===== config.mk =====
export PLATFORM = sky130hd
export DESIGN_NAME = clk_div_sequencer_flat
export DESIGN_NICKNAME = d
export VERILOG_FILES = /design/src/rtl/clk_div_seq_pkg.sv /design/src/rtl/clk_div_seq_if.sv /design/src/rtl/div_toggle_detect.sv /design/src/rtl/clk_div_sequencer.sv /design/src/flat_wrapper.sv
export SDC_FILE = /design/constraint.sdc
export NUM_CORES = 1
export LEC_CHECK = 0
export CAP_MARGIN = 20
export CORE_ASPECT_RATIO = 1.25
export CORE_UTILIZATION = 45
export DETAILED_ROUTE_END_ITERATION = 10
export PLACE_DENSITY_LB_ADDON = 0.12
export SYNTH_ARGS = -nofsm -noshare
export SYNTH_HDL_FRONTEND = slang
export SYNTH_SLANG_ARGS = --single-unit

===== constraint.sdc =====
create_clock -name i_clkPin -period 3.34 [get_ports i_clkPin]
set_input_delay 0.668 -clock i_clkPin [delete_from_list [all_inputs] [get_ports i_clkPin]]
set_output_delay 0.668 -clock i_clkPin [all_outputs]
set_load 0.02 [all_outputs]

===== src/rtl/clk_div_seq_pkg.sv =====
// Shared types and default sizes for the clk_divider step sequencer.
//   INDEX_W     width of a divider index (table entry / o_indexSelectLine)
//   DEF_*       default table depth, pointer width and hold-count width
//   seq_state_e sequencer FSM states
package clk_div_seq_pkg;

    localparam int unsigned INDEX_W    = 8;
    localparam int unsigned DEF_DEPTH  = 8;
    localparam int unsigned DEF_ADDR_W = 3;
    localparam int unsigned DEF_HOLD_W = 16;

    typedef enum logic [1:0] {
        ST_IDLE = 2'd0,
        ST_LOAD = 2'd1,
        ST_RUN  = 2'd2
    } seq_state_e;

endpackage


===== src/rtl/clk_div_seq_if.sv =====
// Control, table-write and divider-side signals of the sequencer.
//   slave  : the sequencer (takes i_* and drives o_*)
//   master : the controlling side (drives i_* and observes o_*)
//   i_start/i_stop/i_loop/i_holdToggles  sequence control
//   i_wrEn/i_wrAddr/i_wrData             table write port
//   i_divClk                             divider output clock (same domain)
//   o_divEna/o_indexSelectLine           divider controls
//   o_stepIdx/o_busy/o_done              status
interface clk_div_seq_if
    import clk_div_seq_pkg::*;
#(
    parameter int unsigned ADDR_W = DEF_ADDR_W,
    parameter int unsigned HOLD_W = DEF_HOLD_W
) ();

    logic               i_start;
    logic               i_stop;
    logic               i_loop;
    logic [HOLD_W-1:0]  i_holdToggles;
    logic               i_wrEn;
    logic [ADDR_W-1:0]  i_wrAddr;
    logic [INDEX_W-1:0] i_wrData;
    logic               i_divClk;
    logic               o_divEna;
    logic [INDEX_W-1:0] o_indexSelectLine;
    logic [ADDR_W-1:0]  o_stepIdx;
    logic               o_busy;
    logic               o_done;

    modport slave (
        input  i_start, i_stop, i_loop, i_holdToggles,
        input  i_wrEn, i_wrAddr, i_wrData, i_divClk,
        output o_divEna, o_indexSelectLine, o_stepIdx, o_busy, o_done
    );

    modport master (
        output i_start, i_stop, i_loop, i_holdToggles,
        output i_wrEn, i_wrAddr, i_wrData, i_divClk,
        input  o_divEna, o_indexSelectLine, o_stepIdx, o_busy, o_done
    );

endinterface


===== src/rtl/div_toggle_detect.sv =====
// Edge detector for the divider output clock.
//   i_clkPin  system clock
//   i_rstPin  synchronous active-high reset
//   i_divClk  divider output (already registered in this clock domain)
//   o_tog_c   combinational: 1 in the cycle i_divClk differs from last cycle
module div_toggle_detect (
    input  logic i_clkPin,
    input  logic i_rstPin,
    input  logic i_divClk,
    output logic o_tog_c
);

    logic r_divClkQ;

    // One-cycle delayed copy of the divider clock.
    always_ff @(posedge i_clkPin) begin
        if (i_rstPin) begin
            r_divClkQ <= 1'b0;
        end else begin
            r_divClkQ <= i_divClk;
        end
    end

    assign o_tog_c = i_divClk ^ r_divClkQ;

endmodule


===== src/rtl/clk_div_sequencer.sv =====
// Steps clk_divider through a table of divide indices, holding each entry for a
// programmed number of divider output toggles. Index changes and enable drops
// are issued only on the cycle after a divider toggle, when the divider's own
// count is near zero, so a lowered terminal count can never be overrun.
//   i_clkPin  system clock (shared with clk_divider)
//   i_rstPin  synchronous active-high reset
//   bus       clk_div_seq_if slave: control, table write, divider side, status
module clk_div_sequencer
    import clk_div_seq_pkg::*;
#(
    parameter int unsigned DEPTH  = DEF_DEPTH,
    parameter int unsigned ADDR_W = DEF_ADDR_W,
    parameter int unsigned HOLD_W = DEF_HOLD_W
) (
    input  logic          i_clkPin,
    input  logic          i_rstPin,
    clk_div_seq_if.slave  bus
);

    logic               w_tog;
    logic [INDEX_W-1:0] r_table [DEPTH];

    seq_state_e         r_state;
    logic [ADDR_W-1:0]  r_ptr;
    logic [HOLD_W-1:0]  r_holdCnt;
    logic [HOLD_W-1:0]  r_holdTgt;
    logic               r_stopPend;
    logic               r_divEna;
    logic [INDEX_W-1:0] r_index;
    logic               r_busy;
    logic               r_done;

    logic [HOLD_W-1:0]  w_holdEff;
    logic               w_holdHit;
    logic [ADDR_W-1:0]  w_ptrNext;
    logic               w_haveNext;
    logic               w_canWrap;
    logic               w_stopNow;

    div_toggle_detect u_tog (
        .i_clkPin (i_clkPin),
        .i_rstPin (i_rstPin),
        .i_divClk (bus.i_divClk),
        .o_tog_c  (w_tog)
    );

    // Table write port, active in every state.
    always_ff @(posedge i_clkPin) begin
        if (i_rstPin) begin
            for (int i = 0; i < int'(DEPTH); i++) begin
                r_table[i] <= '0;
            end
        end else if (bus.i_wrEn) begin
            r_table[bus.i_wrAddr] <= bus.i_wrData;
        end
    end

    // A hold of zero toggles would never be reached; run it as one.
    assign w_holdEff  = (bus.i_holdToggles == '0) ? HOLD_W'(1) : bus.i_holdToggles;
    assign w_holdHit  = (r_holdCnt + HOLD_W'(1)) == r_holdTgt;
    assign w_ptrNext  = r_ptr + ADDR_W'(1);
    assign w_haveNext = (r_ptr != ADDR_W'(DEPTH - 1)) && (r_table[w_ptrNext] != '0);
    assign w_canWrap  = bus.i_loop && (r_table[0] != '0);
    // A stop seen on the toggle cycle itself is honoured on that toggle.
    assign w_stopNow  = r_stopPend | bus.i_stop;

    // Sequencer FSM with registered outputs.
    always_ff @(posedge i_clkPin) begin
        if (i_rstPin) begin
            r_state    <= ST_IDLE;
            r_ptr      <= '0;
            r_holdCnt  <= '0;
            r_holdTgt  <= '0;
            r_stopPend <= 1'b0;
            r_divEna   <= 1'b0;
            r_index    <= '0;
            r_busy     <= 1'b0;
            r_done     <= 1'b0;
        end else begin
            r_done <= 1'b0;
            case (r_state)
                ST_IDLE: begin
                    r_divEna   <= 1'b0;
                    r_stopPend <= 1'b0;
                    if (bus.i_start && !bus.i_stop) begin
                        if (r_table[0] != '0) begin
                            r_state   <= ST_LOAD;
                            r_ptr     <= '0;
                            r_index   <= r_table[0];
                            r_holdTgt <= w_holdEff;
                            r_busy    <= 1'b1;
                        end else begin
                            r_done <= 1'b1;
                        end
                    end
                end

                // Index settles for one cycle before the divider is enabled.
                ST_LOAD: begin
                    if (bus.i_stop) begin
                        r_state <= ST_IDLE;
                        r_busy  <= 1'b0;
                        r_done  <= 1'b1;
                    end else begin
                        r_state   <= ST_RUN;
                        r_divEna  <= 1'b1;
                        r_holdCnt <= '0;
                    end
                end

                ST_RUN: begin
                    if (bus.i_stop) begin
                        r_stopPend <= 1'b1;
                    end
                    if (w_tog) begin
                        if (w_stopNow) begin
                            r_state    <= ST_IDLE;
                            r_divEna   <= 1'b0;
                            r_busy     <= 1'b0;
                            r_done     <= 1'b1;
                            r_stopPend <= 1'b0;
                        end else if (w_holdHit) begin
                            r_holdCnt <= '0;
                            r_holdTgt <= w_holdEff;
                            if (w_haveNext) begin
                                r_ptr   <= w_ptrNext;
                                r_index <= r_table[w_ptrNext];
                            end else if (w_canWrap) begin
                                r_ptr   <= '0;
                                r_index <= r_table[0];
                            end else begin
                                r_state  <= ST_IDLE;
                                r_divEna <= 1'b0;
                                r_busy   <= 1'b0;
                                r_done   <= 1'b1;
                            end
                        end else begin
                            r_holdCnt <= r_holdCnt + HOLD_W'(1);
                        end
                    end
                end

                default: begin
                    r_state <= ST_IDLE;
                end
            endcase
        end
    end

    assign bus.o_divEna          = r_divEna;
    assign bus.o_indexSelectLine = r_index;
    assign bus.o_stepIdx         = r_ptr;
    assign bus.o_busy            = r_busy;
    assign bus.o_done            = r_done;

endmodule


===== src/flat_wrapper.sv =====
// flat-port wrapper written by rule: the top's interface ports become plain ports
module clk_div_sequencer_flat import clk_div_seq_pkg::*;
#(
    parameter int unsigned DEPTH  = DEF_DEPTH,
    parameter int unsigned ADDR_W = DEF_ADDR_W,
    parameter int unsigned HOLD_W = DEF_HOLD_W
)
  (i_clkPin, i_rstPin, bus_i_start, bus_i_stop, bus_i_loop, bus_i_holdToggles, bus_i_wrEn, bus_i_wrAddr, bus_i_wrData, bus_i_divClk, bus_o_divEna, bus_o_indexSelectLine, bus_o_stepIdx, bus_o_busy, bus_o_done);
  clk_div_seq_if #(.ADDR_W(ADDR_W), .HOLD_W(HOLD_W)) bus_i ();
  input  logic i_clkPin;
  input  logic i_rstPin;
  input wire logic [$bits(bus_i.i_start)-1:0] bus_i_start;
  input wire logic [$bits(bus_i.i_stop)-1:0] bus_i_stop;
  input wire logic [$bits(bus_i.i_loop)-1:0] bus_i_loop;
  input wire logic [$bits(bus_i.i_holdToggles)-1:0] bus_i_holdToggles;
  input wire logic [$bits(bus_i.i_wrEn)-1:0] bus_i_wrEn;
  input wire logic [$bits(bus_i.i_wrAddr)-1:0] bus_i_wrAddr;
  input wire logic [$bits(bus_i.i_wrData)-1:0] bus_i_wrData;
  input wire logic [$bits(bus_i.i_divClk)-1:0] bus_i_divClk;
  output wire logic [$bits(bus_i.o_divEna)-1:0] bus_o_divEna;
  output wire logic [$bits(bus_i.o_indexSelectLine)-1:0] bus_o_indexSelectLine;
  output wire logic [$bits(bus_i.o_stepIdx)-1:0] bus_o_stepIdx;
  output wire logic [$bits(bus_i.o_busy)-1:0] bus_o_busy;
  output wire logic [$bits(bus_i.o_done)-1:0] bus_o_done;
  assign bus_i.i_start = bus_i_start;
  assign bus_i.i_stop = bus_i_stop;
  assign bus_i.i_loop = bus_i_loop;
  assign bus_i.i_holdToggles = bus_i_holdToggles;
  assign bus_i.i_wrEn = bus_i_wrEn;
  assign bus_i.i_wrAddr = bus_i_wrAddr;
  assign bus_i.i_wrData = bus_i_wrData;
  assign bus_i.i_divClk = bus_i_divClk;
  assign bus_o_divEna = bus_i.o_divEna;
  assign bus_o_indexSelectLine = bus_i.o_indexSelectLine;
  assign bus_o_stepIdx = bus_i.o_stepIdx;
  assign bus_o_busy = bus_i.o_busy;
  assign bus_o_done = bus_i.o_done;
  clk_div_sequencer #(.DEPTH(DEPTH), .ADDR_W(ADDR_W), .HOLD_W(HOLD_W)) u_core (.i_clkPin(i_clkPin), .i_rstPin(i_rstPin), .bus(bus_i));
endmodule

Yosys cells after proc, flatten, opt, wreduce, memory -nomap -nowiden
Memory sizes are Yosys's and may differ from the RTL's.
Index checks and enable logic that the tools add are counted.
- flip-flop bits (word level): 50
- logic and storage cells: 117
- memory bits (writable): 64
- memories kept: 1
- input port bits: 34
- memory list (memory ; depth ; bits a word ; rd ports ; clocked after Yosys merged registers in ; wr ports ; line ; RTL):
    u_core.r_table ; 8 ; 8 ; 2 ; 0 ; 8 ; clk_div_sequencer.sv:21 ; logic [INDEX_W-1:0] r_table [DEPTH];
- bitwise gates (word level): 2
- equality and inequality tests: 15
- reductions and logical operators: 18
- add/subtract/negate cells: 2
- mux-type cells: 69
- operator list (cell ; count):
    $mux 16 ; 10
    $mux 8 ; 8
    $pmux 16 s2 ; 2
    $mux 1 ; 26
    $mux 3 ; 8
    $reduce_and 6->1 ; 3
    $add 16x1->16 const B ; 1
    $eq 16x16->1 ; 1
    $logic_not 16->1 ; 1
    $mux 2 ; 8
    $pmux 8 s2 ; 1
    $reduce_bool 8->1 ; 2
    $ne 3x3->1 const B ; 3
    $pmux 1 s3 ; 3
    $ne 2x2->1 const B ; 4
    $reduce_and 8->1 ; 1
    $reduce_or 8->1 ; 1
    $reduce_and 7->1 ; 1
    $ne 2x1->1 const B ; 3
    $ne 3x1->1 const B ; 2
    $pmux 2 s3 ; 1
    $pmux 3 s2 ; 1
    $reduce_and 4->1 ; 1
    $reduce_bool 2->1 ; 2
    10 further kinds ; 12

Logic depth before layout (Yosys ltp)
Gate-level depths: netlist of run 1.
An unclocked memory read counts as a cell.
- depth in word-level cells: 9
- depth in mapped cells: 13
- mapped depth without buffers: 10

By module
A second synthesis of run 1 with hierarchy kept.
- cells, all modules: 564
- area, all modules: 6000.8 um2
- by module, submodules not included (module ; area an instance (um2) ; instances ; cells an instance ; sequential area each (um2)):
    clk_div_sequencer ; 5965.7 ; 1 ; 561 ; 2902.8
    div_toggle_detect ; 35.0 ; 1 ; 3 ; 20.0

Least setup slack after synthesis of run 1
No wires, ideal clock.
- kind: flip-flop to flip-flop
- start point: register u_core.r_ptr[0], in the netlist u_core.bus.o_stepIdx[0]
- end point: register u_core.r_ptr[0], in the netlist u_core.bus.o_stepIdx[0]
- path buffers: 2
- data arrival time: 2902 ps
- data required time: 3219 ps
- setup slack: 317 ps
- cell stages (with the launch flop): 12
- clock period less this slack: 3023 ps
- cell sequence: dfxtp_1 > ha_1 > ha_1 > buf_1 > buf_2 > o221ai_1 > o31a_1 > o2111a_1 > a21oi_1 > o21ai_1 > nor2_1 > mux2_2
- cells in the longest elaborated chain, start to end: 9
- elaborated cells on any way between the ends: 12
- those cells by class: add/sub: 1; eq/ne: 2; mux: 5; reduce/logical: 3; memory: 1
- RTL lines (what ; line ; RTL):
    start: declaration ; clk_div_sequencer.sv:24 ; logic [ADDR_W-1:0] r_ptr;
    start signal: assignment ; clk_div_sequencer.sv:126 ; r_ptr <= w_ptrNext;
    $add 3x1->3 ; clk_div_sequencer.sv:61 ; assign w_ptrNext = r_ptr + ADDR_W'(1);
    $mem_v2 8x8 ; -- ;
    $reduce_bool 8->1 ; clk_div_sequencer.sv:62 ; assign w_haveNext = (r_ptr != ADDR_W'(DEPTH - 1)) && (r_table[w_ptrNext] != '0);
    $logic_and 1x1->1 ; clk_div_sequencer.sv:62 ;
    $mux 3 ; clk_div_sequencer.sv:125 ; if (w_haveNext) begin
    $mux 3 ; clk_div_sequencer.sv:122 ; end else if (w_holdHit) begin
    $mux 3 ; clk_div_sequencer.sv:116 ; if (w_stopNow) begin
    $mux 3 ; clk_div_sequencer.sv:115 ; if (w_tog) begin
    $pmux 3 s2 ; clk_div_sequencer.sv:81 ; case (r_state)
Several ways; a longest one is shown, not always the timed one. The select of a mux whose other input is x is not followed.
A chain may end at the register's enable or synchronous reset.

Final worst setup path of run 1
- start point: register u_core.r_ptr[0], in the netlist u_core.bus.o_stepIdx[0]
- end point: register u_core.r_busy, in the netlist u_core.bus.o_busy
- cells in the longest elaborated chain, start to end: 6
- elaborated cells on any way between the ends: 7
- those cells by class: add/sub: 1; eq/ne: 2; reduce/logical: 3; memory: 1
- RTL lines (what ; line ; RTL):
    $add 3x1->3 ; clk_div_sequencer.sv:61 ;
    $mem_v2 8x8 ; -- ;
    $reduce_bool 8->1 ; clk_div_sequencer.sv:62 ;
    $logic_and 1x1->1 (*) ; clk_div_sequencer.sv:62 ;
    $ne 3x3->1 (no line) (*) ; -- ;
    $reduce_and 8->1 (no line) (*) ; -- ;
    end signal: assignment ; clk_div_sequencer.sv:77 ; r_busy <= 1'b0;
    end signal: assignment ; clk_div_sequencer.sv:91 ; r_busy <= 1'b1;
    end signal: assignment ; clk_div_sequencer.sv:102 ; r_busy <= 1'b0;
    end: declaration ; clk_div_sequencer.sv:30 ; logic r_busy;
Mark *: on every way between the ends. The rest lies on a longest branch, timed or not.

==> impl_metrics.ini, run 1 <==
[global_routing]
grt_pass1_vias = 5210
grt_start_max_net_pins = 25
grt_pass1_wl_mm = 26.6
antenna_found_initial = 0
global_route.overflow_total = 0
grtUsageTotal = 0.246

[synth]
dominantRegCellSynth = edfxtp_1
yosys-top-cells-count = 65 x and2_1, 64 x edfxtp_1, 50 x dfxtp_1, 48 x o21ai_0, 42 x a21oi_1
synth_top_family_by_area = simple AND/OR/NAND/NOR gates
yosysMostFrequentCell = and2_1
syn_avg_cell_area_sq_um = 10.4
syn_nets = 648
syn-cell-area_sq_um = 6290
ys_warn_count = 0
synthXorXnorAreaFrac = 0.0306
synthAdderAreaFrac = 0.0159
ys_seq_elements = 114
synth_edf_count = 64
synthCells = 606
synth_top_area_cell = edfxtp_1
muxShareOfSynthArea = 0.0832
async_flop_share = 0
synth_seq_area_share = 0.465
synth_area_leaders = edfxtp_1 31%, dfxtp_1 16%, and2_1 6.5%, mux4_2 5.7%, o21ai_0 3.8%
yosys.area_share.simple = 0.231
yosys.area.top_type_share = 0.306
synth_compound_area_frac = 0.140
ys_types = 66

[die]
initial_core_util = 0.467
core_area_sq_um = 13500
die_h_um = 134
dieArea_sq_um = 14500
fp.dieW_um = 108
ios = 48
rows = 47

[timing]
fin_setup_tns_ps = 0
worst_pin_slew_ps = 601
fin_crit_sh = 0.974
maxSlewViolCount = 0
slew-limit-headroom = 0.595
fin_skew_ps = 7.79
max_freq_mhz = 308
final.setup.worst_slack_ps = 88.0
worst_hold_slack_ps = 478
fin_crit_ps = 3250
finalHoldViolations = 0
report.final.setup_viol = 0

[final_layout]
nets = 722
fill_cells = 1166
antenna_cells = 0
multi_input_area_sq_um = 3160
drive_above_1_share = 0.162
syn_to_final_growth_pct = 22.8
fin_area_sq_um = 7720
seqCellArea_sq_um = 2920

[pwr]
power_density_nw_per_um2 = 552
peakVddDrop_uv = 292
finalPower_mw = 4.26
leakagePower_nw = 2.76

[routing]
vias_per_cell = 5.85
ant_nets = 0
first_pass_iters = 5
drt-wirelength-per-cell_um = 19.1
routed_wl_mm = 16.5
via_count = 5049
drt_first_iter_violations = 267
drc = 0

[place]
placed_cell_area_sq_um = 7100
dp_slack_ps = 90.3
port_buffers = 47
dp_hpwl_mm = 12.4
gp_congestion = 0.912

[outcome]
status = finished, final reports clean

[critical_path]
start_kind = register
worstPathMaxFanout = 7
worst_setup_path_end_kind = register
cp.arrival_ps = 3560
cp.required_ps = 3650
critPathKind = reg2reg

[cts]
numCtsBuffers = 17
htreeDepth = 4
clockBufferDepth = 2
cts_tree = built
path_clk_slew_ps = 50
cts.sinks = 114
clk-insertion-delay-late_ps = 420
clockRootBuffer = clkbuf_16

[min_path]
hp-class = reg2reg

[run]
drv_cap = 0
-- placed cells by master (no fill, tap or decap), types with 3 or more instances in the layout --
cell type,count
a21o_1,8
a21oi_1,42
a31oi_1,4
and2_1,65
and3_1,6
buf_4,43
bufinv_16,4
clkbuf_1,3
clkbuf_16,17
clkdlybuf4s50_1,47
dfxtp_1,50
edfxtp_1,64
ha_1,7
inv_1,9
mux2i_1,14
mux4_2,16
nand2_1,23
nand2b_1,7
nand3_1,24
nand3b_1,5
nand4_1,4
nor2_1,37
nor2b_1,8
nor3_1,16
nor3_2,5
nor3b_1,3
nor3b_2,3
nor4_1,6
nor4_2,3
o21a_1,3
o21ai_0,48
o21ai_1,6
o31ai_1,4
or3_1,10
or4_1,5
xnor2_1,15
xor2_1,7
-- worst paths after layout --
check,start,to,slack [ps],cells after the start
worst min register to register,u_core.bus.o_indexSelectLine[5],u_core.bus.o_indexSelectLine[5],480,2
worst max register to register,u_core.bus.o_stepIdx[0],u_core.bus.o_busy,90,10
worst max-delay path,u_core.bus.o_stepIdx[0],u_core.bus.o_busy,90,10
worst min-delay path,u_core.bus.o_indexSelectLine[5],u_core.bus.o_indexSelectLine[5],480,2
-- state kept, by name, summed over array words and instances, names as in the netlist --
signal / flops
u_core.r_holdCnt: 16
u_core.r_stopPend: 1
u_core.bus.o_indexSelectLine: 8
u_core.r_holdTgt: 16
u_core.r_state: 2
u_core.bus.o_divEna: 1
u_core.r_table: 64
u_core.bus.o_busy: 1
u_core.bus.o_stepIdx: 3
u_core.u_tog.r_divClkQ: 1
u_core.bus.o_done: 1
-- metal layers --
layer	GRT usage	routed length, um	vias to the layer above
li1	-	-	2408
met1	0.252	6210	2451
met2	0.457	9040	148
met3	0.0578	674	42
met4	0.130	595	0
met5	0	0	-
-- critical path, stage by stage, from the launching register on --
cell      delay, ps
dfxtp_1         310
ha_1            200
ha_2            410
or4b_2          600
o221ai_1        280
o31a_1          230
o2111a_1        230
a211oi_1        100
nor3_2          270
o311ai_0        220
mux2_2          300
-- power breakdown --
group / leakage (nW) / internal (mW) / switching, mW
combinational: 1.45 / 0.322 / 0.410
sequential: 1.02 / 1.60 / 0.0802
clock: 0.289 / 1.23 / 0.619
total: 2.76 / 3.16 / 1.11
-- stage by stage --
stage	cells	util
after global routing	863	0.573
final	863	0.573
after global placement	830	0.527
after floorplan	606	-
after detailed placement	830	0.527
after CTS	861	0.572
-- layout make-up --
type | instances | area share
inverter | 9 | 0.00437
sequential | 114 | 0.378
multi-input combinational | 448 | 0.409
clock buffer | 20 | 0.0565
tap | 171 | 0.0277
timing repair buffer | 90 | 0.103
clock inverter | 11 | 0.0211
-- kinds of logic after synthesis --
group | Yosys count
muxes | 32
buffers and inverters | 44
and+or+nand+nor | 243
xor gates and xnor gates | 22
DFF | 114
AOI/OAI and AO/OA | 143
adders and majority gates | 8
-- what timing repair did --
item | 4_1_cts | 5_1_grt
endpoints found under the hold margin | 0 | 0
buffers inserted | 0 | 2
setup endpoints to repair | 0 | 6
gates resized for setup | 0 | 2
hold buffers | 0 | 0
Note: power is estimated with default switching activity, not from simulation.
==> run 2: changes to the inputs <==
--- a/config.mk
+++ b/config.mk
@@ -5,6 +5,7 @@
 export SDC_FILE = /design/constraint.sdc
 export NUM_CORES = 1
 export LEC_CHECK = 0
+export ABC_AREA = 1
 export CAP_MARGIN = 20
 export CORE_ASPECT_RATIO = 1.25
 export CORE_UTILIZATION = 45
==> run 2 against run 1 <==
- worst setup slack better by 380 ps
- die area is 5.5% lower
- register-to-register slack improved by 380 ps
- global-route usage about the same
- first-iteration DRC count increased by 21%
- via count is 3.0% higher
- sequential share of layout area is 2.9 points higher
- routed wire length is 3.9% lower
- clock skew increased by 0.84 ps
- hold slack worse by 16 ps
- critical endpoint is now u_core.bus.o_indexSelectLine[4]
- highest routed layer unchanged
==> impl_metrics.ini, run 2 <==
[synth]
dominantRegCellSynth = edfxtp_1
synth_area_leaders = edfxtp_1 32%, dfxtp_1 17%, nor2_1 12%, nand2_1 11%, nand3_1 5.1%
yosys.area.top_type_share = 0.324
yosys.area_share.simple = 0.332
ys_types = 37
synth_seq_area_share = 0.492
ys_seq_elements = 114
syn_nets = 823
synthXorXnorAreaFrac = 0.0129
synth_edf_count = 64
yosysMostFrequentCell = nor2_1
ys_warn_count = 0
synth_top_area_cell = edfxtp_1
syn_avg_cell_area_sq_um = 7.60
muxShareOfSynthArea = 0
synth_compound_area_frac = 0.0809
async_flop_share = 0
syn-cell-area_sq_um = 5940
yosys-top-cells-count = 190 x nor2_1, 179 x nand2_1, 66 x inv_1, 64 x edfxtp_1, 60 x nand3_1
synthCells = 781
synthAdderAreaFrac = 0.0169
synth_top_family_by_area = simple AND/OR/NAND/NOR gates

[timing]
final.setup.worst_slack_ps = 471
fin_crit_sh = 0.859
fin_crit_ps = 2870
worst_pin_slew_ps = 619
report.final.setup_viol = 0
finalHoldViolations = 0
rsz0062_at_grt = false
fin_skew_ps = 8.62
slew-limit-headroom = 0.587
max_freq_mhz = 349
maxSlewViolCount = 0
fin_setup_tns_ps = 0

[final_layout]
final_common_cell = nor2_1
regMostFlops = u_core.r_table
syn_to_final_growth_pct = 20.9
reg_top3 = u_core.r_table x64, u_core.r_holdCnt x16, u_core.r_holdTgt x16
nets = 872
final_cell_mix = 190 x nor2_1, 179 x nand2_1, 66 x inv_1, 64 x edfxtp_1, 60 x nand3_1
antenna_cells = 0
drive_above_1_share = 0.0676
largest_register_ffs = 64

[critical_path]
crit_slowest_cell = inv_1
worstPathMaxFanout = 42
worst_setup_path_end_kind = register
cp.arrival_ps = 3220
critPathMostFrequentCell = nand2_1
cpPeakStageDelay_ps = 500
cp.required_ps = 3700
critPathKind = reg2reg
cp_cell_sequence = buf_4 > inv_1 > o21ai_0 > nand3_1 > nand2_1 > nand2_1 > nor2_1 > nand2_1 > nand2_1 > nor2_2 > nand3_1 > o21ai_0 > nor2_1 > nor2_1
start_kind = register

[outcome]
status = finished, final reports clean

[routing]
drt-wirelength-per-cell_um = 15.7
drt_first_iter_violations = 322
via_count = 5200
vias_per_cell = 5.14
met3_length_um = 605
first_pass_iters = 6
wl_met2_mm = 8.51
drc = 0
routed_wl_mm = 15.9
ant_nets = 0
met1_length_mm = 6.17
top_signal_layer_used = met4

[pwr]
p_int_mw = 3.60
switching_share = 0.348
p_comb_frac = 0.324
leakagePower_nw = 2.92
power_frac_clock = 0.350
seq_power_share = 0.326
switching_power_mw = 1.92
power_density_nw_per_um2 = 769
peakVddDrop_uv = 482

[cts]
clockBufferDepth = 2
cts_tree = built
htreeDepth = 4
numCtsBuffers = 17
clk-insertion-delay-late_ps = 420
post_cts_resized = 0
path_clk_slew_ps = 50
cts_setup_buffers = 0
postCtsHoldBufs = 0
cts.sinks = 114
clockRootBuffer = clkbuf_16

[die]
dieArea_sq_um = 13700
fp.dieW_um = 105
core_area_sq_um = 12800
ios = 48
initial_core_util = 0.465
die_h_um = 130
rows = 46

[global_routing]
grt_start_max_net_pins = 43
grt_pass1_wl_mm = 25.4
antenna_found_initial = 0
global_route.overflow_total = 0
grtUsageTotal = 0.246
grt_pass1_vias = 5077

[place]
dp_slack_ps = 509
port_buffers = 47
dp_hpwl_mm = 11.5
gp_congestion = 0.910

[run]
drv_cap = 0

[min_path]
hp-class = reg2reg
## run 2: through the flow
step	utilization	power, mW	hold WS (ps)	instance area (sq um)	cells
3_5_place_dp	0.512	3.60	459	6540	979
4_1_cts	0.562	5.54	467	7180	1011
3_3_place_gp	0.512	3.59	451	6540	979
5_1_grt	0.562	5.86	482	7180	1011
2_1_floorplan	-	3.15	438	5940	781
6_report	0.562	5.52	462	7180	1011
## run 2: power by group through the flow
stage,Sequential [mW],Combinational (mW),Clock (mW)
final,1.80,1.79,1.93
after global routing,1.82,2.03,2.02
after CTS,1.80,1.79,1.96
after detailed placement,1.83,1.78,0
after global placement,1.82,1.76,0
after floorplan,1.83,1.31,0
## run 2: layer usage
layer	track usage	up-vias
met4	0.124	0
met5	0	-
met1	0.257	2395
met3	0.0536	32
met2	0.469	134
li1	-	2639
## run 2: cells by family after synthesis
family / count (synthesis)
AO/OA/AOI/OAI: 90
XOR/XNOR: 7
flip-flops: 114
adder cells (fa/ha/maj): 8
AND/OR/NAND/NOR: 467
buffers and inverters: 95
## run 2: final cells by class
class | instances | area [sq um]
flip-flops and latches | 114 | 2920
well taps | 168 | 210
clock buffers | 23 | 478
multi-input cells | 572 | 2630
repair buffers | 53 | 515
fillers | 1235 | 5600
inverters | 72 | 270
clock inverters | 9 | 154
## run 2: worst paths after layout
kind	startpoint	to	slack [ps]	depth (start not counted)
worst max-delay path	u_core.bus.o_stepIdx[0]	u_core.bus.o_indexSelectLine[4]	470	14
worst max register to register	u_core.bus.o_stepIdx[0]	u_core.bus.o_indexSelectLine[4]	470	14
worst min-delay path	u_core.bus.o_divEna	u_core.bus.o_divEna	460	2
worst min register to register	u_core.bus.o_divEna	u_core.bus.o_divEna	460	2
## run 2: critical path: cells and delay by family, from the launching register on
kind | cells | cell delay [ps]
and+or+nand+nor | 10 | 1310
AOI/OAI and AO/OA | 2 | 410
buffers and inverters | 2 | 750
DFF | 1 | 310
